==> src/rtl/id_ex_stage_reg.sv <==
// ---------------------------------------------------------------------------
// id_ex_stage_reg
//   ID/EX pipeline register. It captures the decode-stage operands, immediate,
//   register specifiers and control, and presents them to execute one cycle
//   later. It also:
//     - detects a load-use hazard against the load currently in execute, and
//       inserts a bubble while asking upstream to freeze (hazard_stall);
//     - inserts a bubble when a taken branch downstream requests a flush;
//     - bypasses a same-cycle writeback into the captured operands, because
//       the register file only updates on the clock edge;
//     - keeps a saturating count of inserted bubbles (flush or hazard).
//
// Ports
//   clk, reset         clock (rising edge) and async active-low reset
//   id_*               decode-stage instruction fields and control
//   wb_regwrite/rd/data  writeback port, used for same-cycle bypass
//   flush              kill the decode instruction
//   ex_*               registered copies presented to execute
//   hazard_stall       combinational; freeze PC and IF/ID this cycle
//   bubble_count       saturating count of counted bubbles
// ---------------------------------------------------------------------------
module id_ex_stage_reg #(
    parameter int DATA_W = 32,
    parameter int REG_AW = 5,
    parameter int CNT_W  = 16
) (
    input  logic              clk,
    input  logic              reset,
    input  logic              id_valid,
    input  logic [DATA_W-1:0] id_pc4,
    input  logic [DATA_W-1:0] id_a,
    input  logic [DATA_W-1:0] id_b,
    input  logic [DATA_W-1:0] id_imm,
    input  logic [REG_AW-1:0] id_rs,
    input  logic [REG_AW-1:0] id_rt,
    input  logic [REG_AW-1:0] id_rd,
    input  logic              id_regwrite,
    input  logic              id_memtoreg,
    input  logic              id_memread,
    input  logic              id_memwrite,
    input  logic              id_branch,
    input  logic              id_alusrc,
    input  logic              id_regdst,
    input  logic [1:0]        id_aluop,
    input  logic              wb_regwrite,
    input  logic [REG_AW-1:0] wb_rd,
    input  logic [DATA_W-1:0] wb_data,
    input  logic              flush,
    output logic              ex_valid,
    output logic [DATA_W-1:0] ex_pc4,
    output logic [DATA_W-1:0] ex_a,
    output logic [DATA_W-1:0] ex_b,
    output logic [DATA_W-1:0] ex_imm,
    output logic [REG_AW-1:0] ex_rs,
    output logic [REG_AW-1:0] ex_rt,
    output logic [REG_AW-1:0] ex_rd,
    output logic              ex_regwrite,
    output logic              ex_memtoreg,
    output logic              ex_memread,
    output logic              ex_memwrite,
    output logic              ex_branch,
    output logic              ex_alusrc,
    output logic              ex_regdst,
    output logic [1:0]        ex_aluop,
    output logic              hazard_stall,
    output logic [CNT_W-1:0]  bubble_count
);

    logic              use_rt;
    logic              a_byp;
    logic              b_byp;
    logic [DATA_W-1:0] a_in;
    logic [DATA_W-1:0] b_in;
    logic              count_bubble;
    logic              load_bubble;

    // rt is only a true source when the ALU reads it, or a store/branch uses it.
    assign use_rt = ~id_alusrc | id_memwrite | id_branch;

    // Flush masks the stall so upstream is not frozen while being killed.
    assign hazard_stall = ex_valid & ex_memread & (ex_rt != '0) & id_valid & ~flush &
                          ((ex_rt == id_rs) | (use_rt & (ex_rt == id_rt)));

    // Register 0 is hard-wired, so a writeback to it is never forwarded.
    assign a_byp = wb_regwrite & (wb_rd != '0) & (wb_rd == id_rs);
    assign b_byp = wb_regwrite & (wb_rd != '0) & (wb_rd == id_rt);
    assign a_in  = a_byp ? wb_data : id_a;
    assign b_in  = b_byp ? wb_data : id_b;

    // An empty decode slot still loads a bubble but is not a counted one.
    assign count_bubble = flush | hazard_stall;
    assign load_bubble  = count_bubble | ~id_valid;

    always_ff @(posedge clk or negedge reset) begin
        if (!reset) begin
            ex_valid    <= 1'b0;
            ex_pc4      <= '0;
            ex_a        <= '0;
            ex_b        <= '0;
            ex_imm      <= '0;
            ex_rs       <= '0;
            ex_rt       <= '0;
            ex_rd       <= '0;
            ex_regwrite <= 1'b0;
            ex_memtoreg <= 1'b0;
            ex_memread  <= 1'b0;
            ex_memwrite <= 1'b0;
            ex_branch   <= 1'b0;
            ex_alusrc   <= 1'b0;
            ex_regdst   <= 1'b0;
            ex_aluop    <= '0;
        end else if (load_bubble) begin
            ex_valid    <= 1'b0;
            ex_pc4      <= '0;
            ex_a        <= '0;
            ex_b        <= '0;
            ex_imm      <= '0;
            ex_rs       <= '0;
            ex_rt       <= '0;
            ex_rd       <= '0;
            ex_regwrite <= 1'b0;
            ex_memtoreg <= 1'b0;
            ex_memread  <= 1'b0;
            ex_memwrite <= 1'b0;
            ex_branch   <= 1'b0;
            ex_alusrc   <= 1'b0;
            ex_regdst   <= 1'b0;
            ex_aluop    <= '0;
        end else begin
            ex_valid    <= 1'b1;
            ex_pc4      <= id_pc4;
            ex_a        <= a_in;
            ex_b        <= b_in;
            ex_imm      <= id_imm;
            ex_rs       <= id_rs;
            ex_rt       <= id_rt;
            ex_rd       <= id_rd;
            ex_regwrite <= id_regwrite;
            ex_memtoreg <= id_memtoreg;
            ex_memread  <= id_memread;
            ex_memwrite <= id_memwrite;
            ex_branch   <= id_branch;
            ex_alusrc   <= id_alusrc;
            ex_regdst   <= id_regdst;
            ex_aluop    <= id_aluop;
        end
    end

    always_ff @(posedge clk or negedge reset) begin
        if (!reset) begin
            bubble_count <= '0;
        end else if (count_bubble && (bubble_count != '1)) begin
            bubble_count <= bubble_count + CNT_W'(1);
        end
    end

endmodule

==> config.mk <==
export PLATFORM = sky130hd
export DESIGN_NAME = id_ex_stage_reg
export DESIGN_NICKNAME = d
export VERILOG_FILES = /design/src/rtl/id_ex_stage_reg.sv
export SDC_FILE = /design/constraint.sdc
export NUM_CORES = 1
export LEC_CHECK = 0
export CORE_AREA = 2 2 142 144
export CTS_BUF_LIST = sky130_fd_sc_hd__clkbuf_8
export CTS_CLUSTER_DIAMETER = 60
export DETAILED_ROUTE_END_ITERATION = 12
export DIE_AREA = 0 0 144 146
export GPL_ROUTABILITY_DRIVEN = 1
export PLACE_DENSITY = 0.7
export SETUP_SLACK_MARGIN = 0.02
export SYNTH_ARGS = -nofsm -noshare
export SYNTH_HDL_FRONTEND = slang
export SYNTH_SLANG_ARGS = --single-unit
==> constraint.sdc <==
create_clock -name clk -period 3.5 [get_ports clk]
set_clock_uncertainty 0.15 [all_clocks]
set_input_delay 0.35 -clock clk [delete_from_list [all_inputs] [get_ports clk]]
set_output_delay 0.35 -clock clk [all_outputs]
set_load 0.01 [all_outputs]
### Word-level counts from Yosys, hierarchy flattened

Cells that the tools add are included.

* magnitude comparators: 0
* shift operators: 0
* divide/modulo/power cells: 0
* bitwise gates (word level): 17
* equality and inequality tests: 5
* reductions and logical operators: 3
* $mul: 0
* mux-type cells: 18
* add/sub/neg operators: 1

Operators by type and width (count)
* $mux 32: 6
* $eq 5x5->1: 4
* $add 16x1->16 const B: 1
* $ne 16x16->1 const B: 1
* $mux 5: 3
* $reduce_bool 5->1: 2
* $and 1x1->1: 9
* $mux 1: 8
* $or 1x1->1: 5
* $not 1->1: 3
* $mux 2: 1
* $logic_and 1x1->1: 1

* bits in writable memories: 0
* register bits: 169
* latch bits: 0
* output and inout bits: 170
* memories kept: 0
* logic and storage cells: 61
* ROM bits: 0

### Logic depth before layout (Yosys ltp)

* depth in word-level cells: 9
* depth in mapped cells: 9

### Worst setup path after synthesis

No wires, ideal clock.

* kind: flip-flop to flip-flop
* start point: register bubble_count[0]
* end point: register bubble_count[11]
* arrival time: 1.749 ns
* cell stages (with the launch flop): 9
* data required time: 3.224 ns
* setup slack: 1.475 ns
* library setup time: 0.126 ns
* buffers on the path: 1
* cell sequence: dfrtp_1 ha_1 and3_1 nand4_1 o22a_1 o21a_1 buf_2 nand4_1 xnor2_1

* word-level cells in the longest chain between the ends: 2
* elaborated cells on any way between the ends: 3
* classes of those cells: add/sub (1); eq/ne (1); reduce/logical (1)

Ends and longest elaborated chain
* from (decl): RTL line 66 `output logic [CNT_W-1:0] bubble_count`
* from (signal assigned): RTL line 153 `bubble_count <= bubble_count + CNT_W'(1);`
* branches (longest 2 deep; another with $add 16x1->16)

Several ways; the timed one is not identified.
A chain may end at the register's enable or synchronous reset.

### Worst setup path in the final report

* start point: input port id_rs[0]
* end point: output port hazard_stall

* word-level cells in the longest chain between the ends: 3

Ends and longest elaborated chain
* from (decl): RTL line 34 `input logic [REG_AW-1:0] id_rs,`
* $eq 5x5->1: RTL line 82 `((ex_rt == id_rs) | (use_rt & (ex_rt == id_rt)));`
* $or 1x1->1: RTL line 82
* $and 1x1->1: RTL line 81 `assign hazard_stall = ex_valid & ex_memread & (ex_rt != '0) & id_valid & ~flush &`
* to (decl): RTL line 65 `output logic hazard_stall,`

No other way between the ends.

==> impl_metrics.toml <==
[synthesis]
yosysUniqueCellTypes = 31
syn_avg_cell_area_um2 = 13.03
syn_inst = 496
synthAdderAreaFrac_pct = 0.1935
synthArstFlopShare_pct = 100.0
syn_area_um2 = 6465
synth-main-ff-cell = "dfrtp_1"
synth_top_family_by_area = "simple AND/OR/NAND/NOR gates"
yosysSeqAreaShare_pct = 65.42
synthMuxAreaShare_pct = 10.26
synth_fp_nets = 691
yosys.area_share.xor_xnor_pct = 4.606
synth-compound-area-share_pct = 0.7161
synth-edff-count = 0
synth-simple-area-share_pct = 16.37
ys_ff_latch = 169
synth-warning-count = 0

[clocking]
clockBufferDepth = 2
clk_pin_slew_worst_paths_ns = 0.10
numCtsBuffers = 17
cts_sinks = 169
cts_resized = 0
root_buffer = "clkbuf_8"
worstSkewPairLatency_ns = 0.45
cts_setup_buffers = 0
cts_htree_levels = 4
ctsHoldBuffers = 1
cts_tree = "yes"

[setup_path]
slowest_delay_ns = 0.63
crit_path_frequent_cell = "clkdlybuf4s50_1"
setup.worst_path.end_class = "output port"
crit_fanout = 3
critPathLaunch = "id_rs[0]"
reg2reg_to = "ex_a[10]"
reg2reg_setup_slack_ns = 1.16
required_ns = 3.00
worstSetupEndpoint = "hazard_stall"
critical_path_cell_count = 6
crit_arrival_ns = 2.29
reg2reg_depth = 7
path_cells = "clkdlybuf4s50_1 > xnor2_1 > nand3_1 > o22ai_1 > and2_4 > clkdlybuf4s50_1"
r2r-start = "ex_rt[1]"
critPathTopFamily = "buffers and inverters"
worstSetupStartpointType = "primary input"
critical-path-slowest-cell = "clkdlybuf4s50_1"
critical_path_class = "in -> out"
cp_num_buf_inv = 2

[routing]
firstDrtPassIters = 4
first_iter_violations = 109
ant_nets = 0
routed_wl_um = 20150
num_vias = 4982
wl_per_cell_um = 17.59
viasPerCell = 4.347
drc = 0

[hold_path]
min_path_type = "in -> reg"
hold_start = "id_pc4[21]"
min_path_cells = 2

[floorplan]
ios = 364
core_area_um2 = 19330
die_area_um2 = 21020
start_util_pct = 33.44
die_x_um = 144
floorplan.rows = 51
die_h_um = 146

[finish]
finalNetCount = 1060
area_growth_pct = 67.45
drive_gt1_share_pct = 5.581
fin_area_um2 = 10830
final_cell_count_no_fill = 1146
layout_common_cells = "clkdlybuf4s50_1 (362), dfrtp_1 (169), and2_1 (90)"
final_common_cell = "clkdlybuf4s50_1"

[global_routing]
grt_overflow = 0
grt_pass1_wl_um = 29930
top_usage_layer = "met2"
antenna_found_initial = 3
use_met1_pct = 20.40
grt_util_met3_pct = 7.173
grt_start_max_net_pins = 65
grt_pass1_vias = 5193
met2_usage_pct = 34.21
grt_use_total_pct = 19.07

[power_and_ir_drop]
powerDensity_nw_per_um2 = 402.0
power_mw = 4.352
peakVddDrop_v = 0.0002674
leakage_nw = 4.558

[sta]
relSlewSlack_pct = 53.66
finalCritPeriodShare_pct = 79.72
setup_tns_ns = 0
period_needed_ns = 2.790
timing_hold_violations_final = 0
fmax_mhz = 358.4
rsz0062_at_grt = "no"
drv_slew = 0
setup_viol = 0
tightest_slew_ns = 0.6951

[run_status]
status = "finished clean"

[place]
gp_congestion = 0.7685
dp.cells = 1110
hpwl_um = 15420
port_buffers = 363
placed_cell_area_um2 = 10380

[flow_run]
max_cap_violations = 0
per-stage QoR:
step	hold slack, ns	setup slack [ns]	utilization [%]
after floorplan	-0.09559	1.475	-
after global placement	0.2418	0.6885	53.69
after detailed placement	0.2436	0.5935	53.69
after CTS	0.2474	0.6929	55.95
after global routing	0.2510	0.5760	55.99
final	0.2818	0.7097	55.99
metal layers:
layer,wire length [um],vias to the layer above
li1,-,2350
met1,7441,2405
met2,10530,204
met3,1792,23
met4,391,0
met5,0,-
cell type report:
class                   count  area, um^2
fillers                  1685        8509
flip-flops and latches    169        4229
repair buffers            373        3737
multi-input cells         303        2087
well taps                 265       331.6
clock buffers              17       234.0
clock inverters            15       193.9
diodes                      3       7.507
inverters                   1       5.005
how the worst min path moves through the flow:
stage,end
after floorplan,bubble_count[0]
after global placement,ex_imm[13]
after detailed placement,ex_imm[13]
after CTS,ex_pc4[21]
after global routing,ex_rd[2]
final,ex_pc4[21]
synthesized netlist by cell type, types with 2 or more instances:
cell      count  area share (%)
and3_1        5            0.48
nor2_1       65             3.8
nor3_1        4            0.31
buf_6         6             1.0
nand2b_1      2            0.19
nand3_1       9            0.70
a21oi_1       2            0.15
dfrtp_1     169              65
nand4_1       6            0.58
nand2_1       7            0.41
mux2i_1      64             9.9
xnor2_1      27             3.7
mux2_2        2            0.35
clkbuf_2      6            0.46
xor2_1        7            0.95
and2_1       90             8.7
buf_2        11            0.85
report_power, final:
group	switching, mW	internal (mW)
logic	0.284	0.461
clock network	0.770	0.722
registers	0.0624	2.05
cell families (layout without fill, tap and decap cells):
logic type / after synthesis / in the layout
multiplexers: 66 / 66
flip-flops: 169 / 169
AO/OA/AOI/OAI: 7 / 7
XOR/XNOR: 34 / 34
buffers and inverters: 24 / 406
adder cells (fa/ha/maj): 1 / 1
other: 0 / 3
AND/OR/NAND/NOR: 195 / 195
sequential cells by signal, indices dropped and copies added (netlist names):
signal        cells
ex_a             32
ex_b             32
ex_imm           32
ex_pc4           32
bubble_count     16
ex_rd             5
ex_rs             5
ex_rt             5
ex_aluop          2
ex_alusrc         1
ex_branch         1
ex_memread        1
ex_memtoreg       1
ex_memwrite       1
ex_regdst         1
ex_regwrite       1
ex_valid          1
Note: power is estimated with default switching activity, not from simulation.
